[src/rtl/imem_fetch_ctrl_pkg.sv]
// Shared types and constants for the instruction-memory fetch controller
// and the range checker it reuses.
package imem_fetch_ctrl_pkg;

  localparam int XLEN        = 32;
  localparam int INSTR_W     = 32;
  localparam int BYTE_W      = 8;
  localparam int INSTR_BYTES = INSTR_W / BYTE_W;

  localparam logic [XLEN-1:0] RESET_PC_DEFAULT = 32'h0;

  typedef enum logic [1:0] {
    ST_IDLE,
    ST_LOAD,
    ST_RUN,
    ST_FAULT
  } fetch_state_e;

  typedef struct packed {
    logic [XLEN-1:0]    pc;
    logic [INSTR_W-1:0] instr;
  } fetch_slot_t;

  function automatic logic [XLEN-1:0] next_pc(input logic [XLEN-1:0] pc);
    return pc + XLEN'(INSTR_BYTES);
  endfunction

endpackage

[src/rtl/imem_fetch_ctrl_range_chk.sv]
// Alignment and upper-bound check for an ACCESS_BYTES-wide access into a
// MEM_BYTES memory; bad is high when the access must not be performed.
module imem_fetch_ctrl_range_chk
  import imem_fetch_ctrl_pkg::*;
#(
  parameter int MEM_BYTES    = 32,
  parameter int ACCESS_BYTES = 4
) (
  input  logic [XLEN-1:0] addr,
  output logic            bad
);

  localparam logic [XLEN-1:0] LAST_OK    = XLEN'(MEM_BYTES - ACCESS_BYTES);
  localparam logic [XLEN-1:0] ALIGN_MASK = XLEN'(ACCESS_BYTES - 1);

  logic misaligned;
  logic out_of_range;

  // Comparing against the last legal base avoids computing addr+size,
  // so no overflow handling is needed at the top of the address space.
  always_comb begin
    misaligned   = |(addr & ALIGN_MASK);
    out_of_range = addr > LAST_OK;
    bad          = misaligned | out_of_range;
  end

endmodule

[src/rtl/imem_fetch_ctrl.sv]
// Program counter, boot-time byte loader arbitration and one-deep fetch
// register toward decode, with a sticky fault on illegal fetch/load.
module imem_fetch_ctrl
  import imem_fetch_ctrl_pkg::*;
#(
  parameter int              MEM_BYTES = 32,
  parameter logic [XLEN-1:0] RESET_PC  = RESET_PC_DEFAULT
) (
  input  logic               clk,
  input  logic               rst_n,
  input  logic               boot_en,
  input  logic               ld_valid,
  output logic               ld_ready,
  input  logic [XLEN-1:0]    ld_addr,
  input  logic [BYTE_W-1:0]  ld_data,
  output logic [XLEN-1:0]    mem_addr,
  input  logic [INSTR_W-1:0] mem_rdata,
  output logic               mem_we,
  output logic [XLEN-1:0]    mem_waddr,
  output logic [BYTE_W-1:0]  mem_wdata,
  input  logic               redirect_valid,
  input  logic [XLEN-1:0]    redirect_pc,
  output logic               if_valid,
  input  logic               if_ready,
  output logic [XLEN-1:0]    if_pc,
  output logic [INSTR_W-1:0] if_instr,
  output logic               fault
);

  fetch_state_e    state_q, state_d;
  logic [XLEN-1:0] pc_q, pc_d;
  fetch_slot_t     slot_q, slot_d;
  logic            if_valid_q, if_valid_d;
  logic            fault_q, fault_d;

  logic fetch_bad;
  logic ld_bad;
  logic fetch_en;

  imem_fetch_ctrl_range_chk #(
    .MEM_BYTES   (MEM_BYTES),
    .ACCESS_BYTES(INSTR_BYTES)
  ) u_fetch_chk (
    .addr(pc_q),
    .bad (fetch_bad)
  );

  imem_fetch_ctrl_range_chk #(
    .MEM_BYTES   (MEM_BYTES),
    .ACCESS_BYTES(1)
  ) u_ld_chk (
    .addr(ld_addr),
    .bad (ld_bad)
  );

  // Redirect outranks fetch; a bad target is only caught when it is fetched.
  always_comb begin
    state_d    = state_q;
    pc_d       = pc_q;
    slot_d     = slot_q;
    if_valid_d = if_valid_q;
    fault_d    = fault_q;
    ld_ready   = 1'b0;
    mem_we     = 1'b0;
    fetch_en   = !if_valid_q || if_ready;

    unique case (state_q)
      ST_IDLE: begin
        state_d = boot_en ? ST_LOAD : ST_RUN;
        pc_d    = RESET_PC;
      end

      ST_LOAD: begin
        ld_ready = boot_en;
        if (ld_valid && boot_en) begin
          if (ld_bad) begin
            state_d = ST_FAULT;
            fault_d = 1'b1;
          end else begin
            mem_we = 1'b1;
          end
        end else if (!boot_en) begin
          state_d = ST_RUN;
          pc_d    = RESET_PC;
        end
      end

      ST_RUN: begin
        if (redirect_valid) begin
          if_valid_d = 1'b0;
          pc_d       = redirect_pc;
        end else if (fetch_en) begin
          if (fetch_bad) begin
            state_d    = ST_FAULT;
            fault_d    = 1'b1;
            if_valid_d = 1'b0;
          end else begin
            slot_d     = '{pc: pc_q, instr: mem_rdata};
            if_valid_d = 1'b1;
            pc_d       = next_pc(pc_q);
          end
        end
      end

      ST_FAULT: begin
        fault_d    = 1'b1;
        if_valid_d = 1'b0;
      end

      default: begin
        state_d    = ST_FAULT;
        fault_d    = 1'b1;
        if_valid_d = 1'b0;
      end
    endcase
  end

  always_ff @(posedge clk or negedge rst_n) begin
    if (!rst_n) begin
      state_q    <= ST_IDLE;
      pc_q       <= RESET_PC;
      slot_q     <= '0;
      if_valid_q <= 1'b0;
      fault_q    <= 1'b0;
    end else begin
      state_q    <= state_d;
      pc_q       <= pc_d;
      slot_q     <= slot_d;
      if_valid_q <= if_valid_d;
      fault_q    <= fault_d;
    end
  end

  assign mem_addr  = pc_q;
  assign mem_waddr = ld_addr;
  assign mem_wdata = ld_data;
  assign if_valid  = if_valid_q;
  assign if_pc     = slot_q.pc;
  assign if_instr  = slot_q.instr;
  assign fault     = fault_q;

endmodule

[config.mk]
export PLATFORM = sky130hd
export DESIGN_NAME = imem_fetch_ctrl
export DESIGN_NICKNAME = d
export VERILOG_FILES = /design/src/rtl/imem_fetch_ctrl_pkg.sv /design/src/rtl/imem_fetch_ctrl_range_chk.sv /design/src/rtl/imem_fetch_ctrl.sv
export SDC_FILE = /design/constraint.sdc
export NUM_CORES = 1
export LEC_CHECK = 0
export ABC_AREA = 1
export CORE_MARGIN = 2
export CORE_UTILIZATION = 30
export CTS_CLUSTER_SIZE = 10
export DETAILED_ROUTE_END_ITERATION = 7
export PLACE_DENSITY = 0.69
export SETUP_SLACK_MARGIN = 0.3
export SYNTH_ARGS = -nofsm -noshare
export SYNTH_HDL_FRONTEND = slang
export SYNTH_HIERARCHICAL = 1
export SYNTH_SLANG_ARGS = --single-unit
[constraint.sdc]
create_clock -name clk -period 1.8 [get_ports clk]
set_input_delay 0.27 -clock clk [delete_from_list [all_inputs] [get_ports clk]]
set_output_delay 0.27 -clock clk [all_outputs]
set_load 0.02 [all_outputs]
# Word level (Yosys, flattened, before mapping)
# Cells that the tools add are included.
# Widths: inputs -> output; s select.
[classes] n_addsub=1 n_lt_le_gt_ge=2 eq_ne=14 mux=28 n_bitwise=3 reduce_logical=13
[op_table] op="$mux 32" count=5
[op_table] op="$pmux 32 s3" count=1
[op_table] op="$gt 32x5->1 const B" count=2
[op_table] op="$add 32x3->32 const B" count=1
[op_table] op="$mux 2" count=7
[op_table] op="$ne 2x2->1 const B" count=7
[op_table] op="$mux 1" count=12
[op_table] op="$ne 3x3->1 const B" count=4
[op_table] op="$reduce_and 6->1" count=2
[op_table] op="$pmux 2 s3" count=1
[op_table] op="$reduce_bool 3->1" count=2
[op_table] op="$reduce_and 5->1" count=1
[op_table] op="$eq 2x2->1 const B" count=2
[op_table] op="$reduce_and 4->1" count=1
[op_table] op="$pmux 1 s3" count=1
[op_table] op="$eq 2x1->1 const B" count=1
[op_table] op="$logic_not 2->1" count=1
[op_table] op="$not 1->1" count=2
[op_table] op="$pmux 1 s2" count=1
[op_table] op="$reduce_and 2->1" count=1
[op_table] op="$reduce_bool 2->1" count=1
[op_table] op="$reduce_or 2->1" count=1
[op_table] op="$logic_and 1x1->1" count=1
[op_table] op="$logic_not 1->1" count=1
[op_table] op="2 further kinds" count=2
[totals] ff_bits=100 in_bits=110 out_inout_bits=140 word_cells=67

# Depth between registers and ports, before layout
# Gate-level depths: netlist (run 1).
[logic_depth] depth_word=6 mapped_depth=13

# Cells and area by module
# Netlist (run 1), hierarchy kept.
[modules_own_cells] mod="imem_fetch_ctrl" n_inst=1 cells_per_inst=599 area_each_um2=5260.0 seq_area_each_um2=2502.4
[modules_own_cells] mod="imem_fetch_ctrl_range_chk at u_fetch_chk" n_inst=1 cells_per_inst=45 area_each_um2=175.2 seq_area_each_um2=0.0
[modules_own_cells] mod="imem_fetch_ctrl_range_chk at u_ld_chk" n_inst=1 cells_per_inst=44 area_each_um2=170.2 seq_area_each_um2=0.0

# Worst setup path after synthesis (run 1)
# No wires, ideal clock.
[synth_timing] path_type="reg2reg" from="register pc_q[7] (netlist: mem_addr[7])" to="register slot_q (netlist bit if_instr[11])" t_arrival_ps=1673 required_time_ps=1675 setup_slack_ps=2 stages_incl_launch_ff=12 path_buffers=2 path_cell_list="dfrtp_1 > inv_1 > nand2_1 > nor2_1 > nand2_1 > nor2_1 > nand2_1 > inv_1 > o211ai_1 > buf_4 > buf_6 > mux2_4"
[synth_between] elab_chain_cells=4
[synth_rtl] element="from (decl)" line="imem_fetch_ctrl.sv:31" text="logic [XLEN-1:0] pc_q, pc_d;"
[synth_rtl] element="from (signal assigned)" line="imem_fetch_ctrl.sv:127" text="pc_q <= pc_d;"
[synth_rtl] element="$gt 32x5->1" line="imem_fetch_ctrl_range_chk.sv:23" text="out_of_range = addr > LAST_OK;"
[synth_rtl] element="$or 1x1->1" line="imem_fetch_ctrl_range_chk.sv:24" text="bad = misaligned | out_of_range;"
[synth_rtl] element="via fetch_bad" line="imem_fetch_ctrl.sv:36" text="logic fetch_bad;"
[synth_rtl] element="$not 1->1 (no line)"
[synth_rtl] element="$reduce_and 4->1 (no line)"
[synth_rtl] element="to (signal assigned)" line="imem_fetch_ctrl.sv:128" text="slot_q <= slot_d;"
[synth_rtl] element="to (decl)" line="imem_fetch_ctrl.sv:32" text="fetch_slot_t slot_q, slot_d;"
# The timed path passes the listed nets, and every way through them passes these cells.
# A chain may end at the register's enable or synchronous reset.

# Worst setup path in the final report (run 1)
[layout_timing] from="register pc_q[21] (netlist: mem_addr[21])" to="register slot_q (netlist bit if_instr[19])"
# The elaborated chain is that of the path after synthesis.

==> qor.csv, run 1 <==
stage,metric,value,unit
power_and_ir_drop,switchingPower,4.97,mW
synthesis,yosysUniqueCellTypes,29,
synthesis,ys_async_sr_fraction,1.00,
global_route,overflow,0,
cells_and_area,fin_area,9250,um2
clocking,cts_buffer_depth,2,
clocking,ctsHtreeMaxLevel,3,
global_route,first_global_vias,5462,
cells_and_area,drive_gt1_frac,0.291,
timing,max_freq,519,MHz
place,port_buffers,223,
status,status,"complete, but fails checks",
timing,rsz0062_at_grt,true,
clocking,cts.clk_slew.worst_paths,0.07,ns
cells_and_area,multi_input_area,2750,um2
power_and_ir_drop,totalPowerFinal,11.4,mW
power_and_ir_drop,p_per_area,1230,nW/um2
floorplanning,die-area,19800,um2
detailed_routing,viasPerCell,4.67,
timing,worst_pin_slew,0.330,ns
timing,hold_viol,0,
synthesis,synth_cells,688,
cells_and_area,antennaDiodeCount,0,
floorplanning,start_util,0.309,
timing,finalSetupTns,-6.03,ns
global_route,grt_max_degree,58,
clocking,cts_root_buf,clkbuf_16,
timing,period_needed,1.93,ns
synthesis,post-synth-top-count-cell,nand2_1,
synthesis,yosysTopAreaCellShare,0.446,
power_and_ir_drop,intPower,6.41,mW
critical_path,crit_type,flop to flop,
power_and_ir_drop,comb_power_share,0.580,
detailed_routing,drt-wirelength-per-cell,16.5,um
place,dp.cells,1145,
status,violations,setup timing,
timing,max_slew_margin,0.780,
critical_path,path_max_fanout,6,
timing,post-route-period-util,1.07,
synthesis,synth-edff-count,0,
cells_and_area,seq_area,2530,um2
critical_path,arrival,2.16,ns
synthesis,synth_area,5610,um2
clocking,clkSinkCount,100,
floorplanning,rows,49,
global_route,antenna_found_initial,0,
timing,slew_violations,0,
synthesis,synthFlopType,dfrtp_1,
synthesis,yosys.area.top_type,dfrtp_1,
place,placed_area,8410,um2
clocking,cts_made_buffers,9,
synthesis,synth.avg_cell_area,8.15,um2
critical_path,ff2ff_setup_slack,-0.13,ns
clocking,clk_latency,0.35,ns
global_route,grt_first_pass_wirelength,29400,um
detailed_routing,dr.pass1.iters,5,
critical_path,crit_required,2.03,ns
place,dp.final_hpwl,13600,um
synthesis,yosysSeqAreaShare,0.446,
synthesis,yosysWarnings,6,
detailed_routing,antenna_left,0,
global_route,gr-usage-all-layers,0.189,
detailed_routing,drtIter0Drc,250,
floorplanning,boundaryPins,250,
critical_path,start_kind,flop,
detailed_routing,drcViolationCount,0,
clocking,tritoncts,done,
min_path,min_path_type,flop to flop,
synthesis,synthTopCellsByArea,"dfrtp_1, nand2_1, mux2_4, buf_4, inv_1",
power_and_ir_drop,switching_share,0.437,
synthesis,synth_seq_cells,100,
timing,hold_ws,0.476,ns
cells_and_area,nFillCells,1737,
cells_and_area,final_nets,1066,
place,gp_congestion,0.904,
timing,finalWorstSetupSlack,-0.128,ns
power_and_ir_drop,irDropWorstVdd,0.000746,V
power_and_ir_drop,leakage,4.60,nW
job,cap_viol_max_count,0,
critical_path,crit_path_end_kind,flop,
floorplanning,die_w,141,um
timing,setup_violations,82,
detailed_routing,wirelength,19600,um
power_and_ir_drop,p_seq_frac,0.258,
cells_and_area,stdcell_count,1185,
synthesis,synth_common_cells,"nand2_1, dfrtp_1, inv_1",
power_and_ir_drop,pwr-share-clk,0.162,
synthesis,syn_nets,803,
cells_and_area,area_growth,65.0,%
timing,finClkSkew,0.0126,ns
floorplanning,die_h,141,um
floorplanning,core_area,18100,um2
detailed_routing,vias,5531,
## area by class of cell
class | instances | share of cell area
inverters | 89 | 0.0379
clock inverters | 2 | 0.00135
multi-input cells | 437 | 0.297
clock buffers | 14 | 0.0275
flip-flops and latches | 100 | 0.274
repair inverters | 5 | 0.00785
well taps | 229 | 0.0310
repair buffers | 309 | 0.323
## layer usage
layer	up-vias	wire length, um	share of wire	global-route usage
met1	2584	8490	0.43	0.242
met2	219	9280	0.47	0.316
met4	0	393	0.020	0.0647
met5	-	0	0	0
li1	2697	-	-	-
met3	31	1400	0.072	0.0428
## cells in the final DEF (no fill, tap or decap), types with 13 or more instances in the layout
master,count
inv_1,83
dlygate4sd2_1,93
o21ai_0,23
dfrtp_2,23
nand2_2,20
nor2_1,65
dfrtp_1,77
mux2_4,24
a21oi_2,21
nand3_1,31
clkdlybuf4s50_1,93
a21oi_1,13
clkdlybuf4s15_1,18
o21ai_1,23
nand2_1,124
buf_4,59
## registers in the layout, indices dropped and copies added, names as in the netlist
name and cells:
state_q 2, if_instr 32, fault 1, if_pc 32, if_valid 1, mem_addr 32
## power by group through the flow
stage | sequential (mW) | clock (mW) | combinational (mW)
final | 2.93 | 1.84 | 6.61
after global routing | 2.99 | 2.00 | 7.10
after CTS | 2.92 | 1.90 | 6.28
after detailed placement | 2.96 | 0 | 5.61
after global placement | 2.95 | 0 | 5.54
after floorplan | 3.67 | 0 | 2.33
## critical path: stages, from the launching register on
cell,delay (ns)
dfrtp_2,0.41
inv_2,0.06
nand2_2,0.06
nor2_4,0.12
nand2_1,0.07
nor2_2,0.15
nand2_2,0.08
inv_1,0.06
o211ai_1,0.11
buf_4,0.21
clkbuf_16,0.18
mux2_4,0.29
## through the flow
| step | setup slack, ns | utilization |
|---|---|---|
| 6_report | -0.128 | 0.510 |
| 4_1_cts | -0.101 | 0.491 |
| 5_1_grt | -0.199 | 0.510 |
| 3_5_place_dp | -0.407 | 0.463 |
| 3_3_place_gp | -0.385 | 0.463 |
| 2_1_floorplan | 0.0434 | - |
## worst paths after layout
path,to,startpoint,cells past startpoint
max reg2reg,if_instr[19],mem_addr[21],11
min,fault,fault,1
min reg2reg,fault,fault,1
max in group asynchronous,mem_addr[2],rst_n,3
min in group asynchronous,mem_addr[15],rst_n,3
max,if_instr[19],mem_addr[21],11
## timing repair
item                                    4_1_cts  5_1_grt
hold buffers                                  1        0
hold endpoints to repair                    100        0
setup buffers                                 7        4
cloned                                        8        4
resized for setup                           231      112
pin swaps                                    13       25
endpoints found under the setup margin      227      123
## cell families (layout without fill, tap and decap cells)
family          Yosys count  count (layout)  share of synthesized area
compound gates          119             119                      0.114
fa+ha+maj                 5               5                     0.0112
buf+inv                 151             419                      0.136
flops                   100             100                      0.446
mux                      36              36                     0.0884
simple gates            277             277                      0.204
No activity file was read; power rests on OpenSTA's default activity.
==> run 2, diff against run 1 <==
--- a/config.mk
+++ b/config.mk
@@ -12,6 +12,7 @@
 export DETAILED_ROUTE_END_ITERATION = 7
 export PLACE_DENSITY = 0.69
 export SETUP_SLACK_MARGIN = 0.3
+export SLEW_MARGIN = 20
 export SYNTH_ARGS = -nofsm -noshare
 export SYNTH_HDL_FRONTEND = slang
 export SYNTH_HIERARCHICAL = 1
==> results of run 2 <==
The final DEF is identical to that of run 1; final timing and power are the same.
==> run 3, diff against run 2 <==
--- a/config.mk
+++ b/config.mk
@@ -10,7 +10,7 @@
 export CORE_UTILIZATION = 30
 export CTS_CLUSTER_SIZE = 10
 export DETAILED_ROUTE_END_ITERATION = 7
-export PLACE_DENSITY = 0.69
+export PLACE_DENSITY_LB_ADDON = 0.2
 export SETUP_SLACK_MARGIN = 0.3
 export SLEW_MARGIN = 20
 export SYNTH_ARGS = -nofsm -noshare
==> constraint.sdc (replaced) <==
create_clock -name clk -period 1.7 [get_ports clk]
set_input_delay 0.255 -clock clk [delete_from_list [all_inputs] [get_ports clk]]
set_output_delay 0.255 -clock clk [all_outputs]
set_load 0.02 [all_outputs]
==> qor.csv, run 3 (synthesis gave the netlist of run 1 again) <==
stage,metric,value,unit
status,status,"complete, but fails checks",
status,violations,"DRC, setup timing",
clocking,tritoncts,done,
floorplanning,die_w,141,um
floorplanning,boundaryPins,250,
global_route,grt_first_pass_wirelength,29200,um
timing,max_slew_margin,0.682,
detailed_routing,drt-wirelength-per-cell,15.4,um
critical_path,crit_required,1.94,ns
floorplanning,die_h,141,um
detailed_routing,wirelength,18400,um
place,gp_congestion,0.823,
timing,finalWorstSetupSlack,-0.235,ns
clocking,ctsHtreeMaxLevel,3,
power_and_ir_drop,p_per_area,1330,nW/um2
critical_path,arrival,2.18,ns
cells_and_area,stdcell_count,1196,
critical_path,startpoint,mem_addr[29],
floorplanning,die-area,19800,um2
place,dp.final_hpwl,13200,um
critical_path,crit_type,flop to flop,
detailed_routing,vias,5410,
timing,rsz0062_at_grt,true,
global_route,first_global_vias,5471,
timing,period_needed,1.94,ns
place,port_buffers,223,
clocking,clkSinkCount,100,
power_and_ir_drop,totalPowerFinal,12.1,mW
timing,worst_pin_slew,0.477,ns
job,cap_viol_max_count,0,
global_route,grt_max_degree,43,
detailed_routing,drtIter0Drc,211,
global_route,antenna_found_initial,0,
clocking,cts_made_buffers,9,
timing,post-route-period-util,1.14,
cells_and_area,final_common_cell,nand2_1,
cells_and_area,fin_util,0.502,
timing,finClkSkew,0.00952,ns
critical_path,worstReg2RegEnd,if_pc[3],
global_route,gr-usage-all-layers,0.186,
cells_and_area,drive_gt1_frac,0.297,
clocking,cts_root_buf,clkbuf_16,
cells_and_area,antennaDiodeCount,0,
detailed_routing,viasPerCell,4.52,
timing,slew_violations,0,
power_and_ir_drop,irDropWorstVdd,0.000553,V
floorplanning,core_area,18100,um2
cells_and_area,nFillCells,1788,
cells_and_area,final_cell_mix,"nand2_1, clkdlybuf4s50_1, dlygate4sd2_1",
place,place_ws,-0.483,ns
critical_path,path_max_fanout,13,
clocking,cts_buffer_depth,2,
cells_and_area,area_growth,62.6,%
detailed_routing,antenna_left,0,
timing,setup_violations,87,
cells_and_area,final_nets,1077,
timing,max_freq,517,MHz
timing,hold_viol,0,
detailed_routing,dr.pass1.iters,6,
critical_path,crit_path_end_kind,flop,
global_route,overflow,0,
clocking,clk_latency,0.36,ns
critical_path,start_kind,flop,
floorplanning,rows,49,
detailed_routing,drcViolationCount,1,
critical_path,ff2ff_setup_slack,-0.24,ns
critical_path,worst-r2r-cell-count,10,
floorplanning,start_util,0.309,
critical_path,r2r-start,mem_addr[29],
power_and_ir_drop,leakage,4.65,nW
timing,hold_ws,0.394,ns
place,dp.cells,1161,
min_path,min_path_type,input pin to async pin,
clocking,cts.clk_slew.worst_paths,0.08,ns
-- run 3: cell count changes in the layout (fill, tap and decap cells not counted), sizes merged --
| cell | delta |
|---|---|
| buf | +44 |
| bufinv | +2 |
| clkbuf | -17 |
| clkdlybuf4s15 | -17 |
| clkinv | +1 |
| clkinvlp | -1 |
| dlygate4sd2 | -3 |
| inv | +2 |
-- run 3: cell type report --
cell class                      count  area [um2]  area share
Clock inverter                      7         106      0.0117
Timing Repair Buffer              321        2970       0.325
Tap cell                          229         287      0.0314
Timing Repair inverter              4        61.3     0.00673
Sequential cell                   100        2530       0.278
Inverter                           89         353      0.0387
Clock buffer                        9         225      0.0247
Multi-Input combinational cell    437        2580       0.284
-- run 3: worst max-delay path by stage --
stage	slack, ns	depth (start not counted)	end
after CTS	-0.21	10	if_pc[4]
after floorplan	-0.06	11	if_instr[11]
final	-0.24	10	if_pc[3]
after global routing	-0.35	13	mem_addr[30]
after detailed placement	-0.48	9	mem_we
after global placement	-0.48	9	mem_we
-- run 3: what timing repair did --
action	4_1_cts	5_1_grt
gates cloned	6	2
gates resized for setup	298	40
hold buffers	1	0
endpoints found under the hold margin	32	0
pin swaps	6	12
endpoints found under the setup margin	227	105
setup buffers	8	2
-- run 3: critical path: stages (launching register included) --
cell and delay (ns):
dfrtp_2 0.43, nor2_4 0.12, and2_1 0.12, nand2_1 0.06, nor2_2 0.14, nand2_2 0.09, inv_1 0.06, o211ai_1 0.14
buf_6 0.19, buf_12 0.16, mux2_4 0.29
-- run 3: metrics by stage --
step	cell area, um2	TNS [ns]
floorplan	5740	-1.70
global placement	8540	-23.25
detailed placement	8540	-23.18
global route	9110	-27.55
CTS	8960	-13.91
finish	9110	-14.62
-- run 3: power by group --
part	switching (mW)	leakage [nW]	internal, mW	total (mW)
combinational	3.84	3.18	2.84	6.68
sequential	0.251	1.31	2.85	3.11
clock	1.02	0.163	1.32	2.34
-- run 3: per-layer routing --
metal / GRT usage / share of wire / vias up
met5: 0 / 0 / -
met3: 0.0438 / 0.065 / 20
met2: 0.301 / 0.45 / 188
li1: - / - / 2721
met4: 0.0479 / 0.013 / 0
met1: 0.253 / 0.47 / 2481
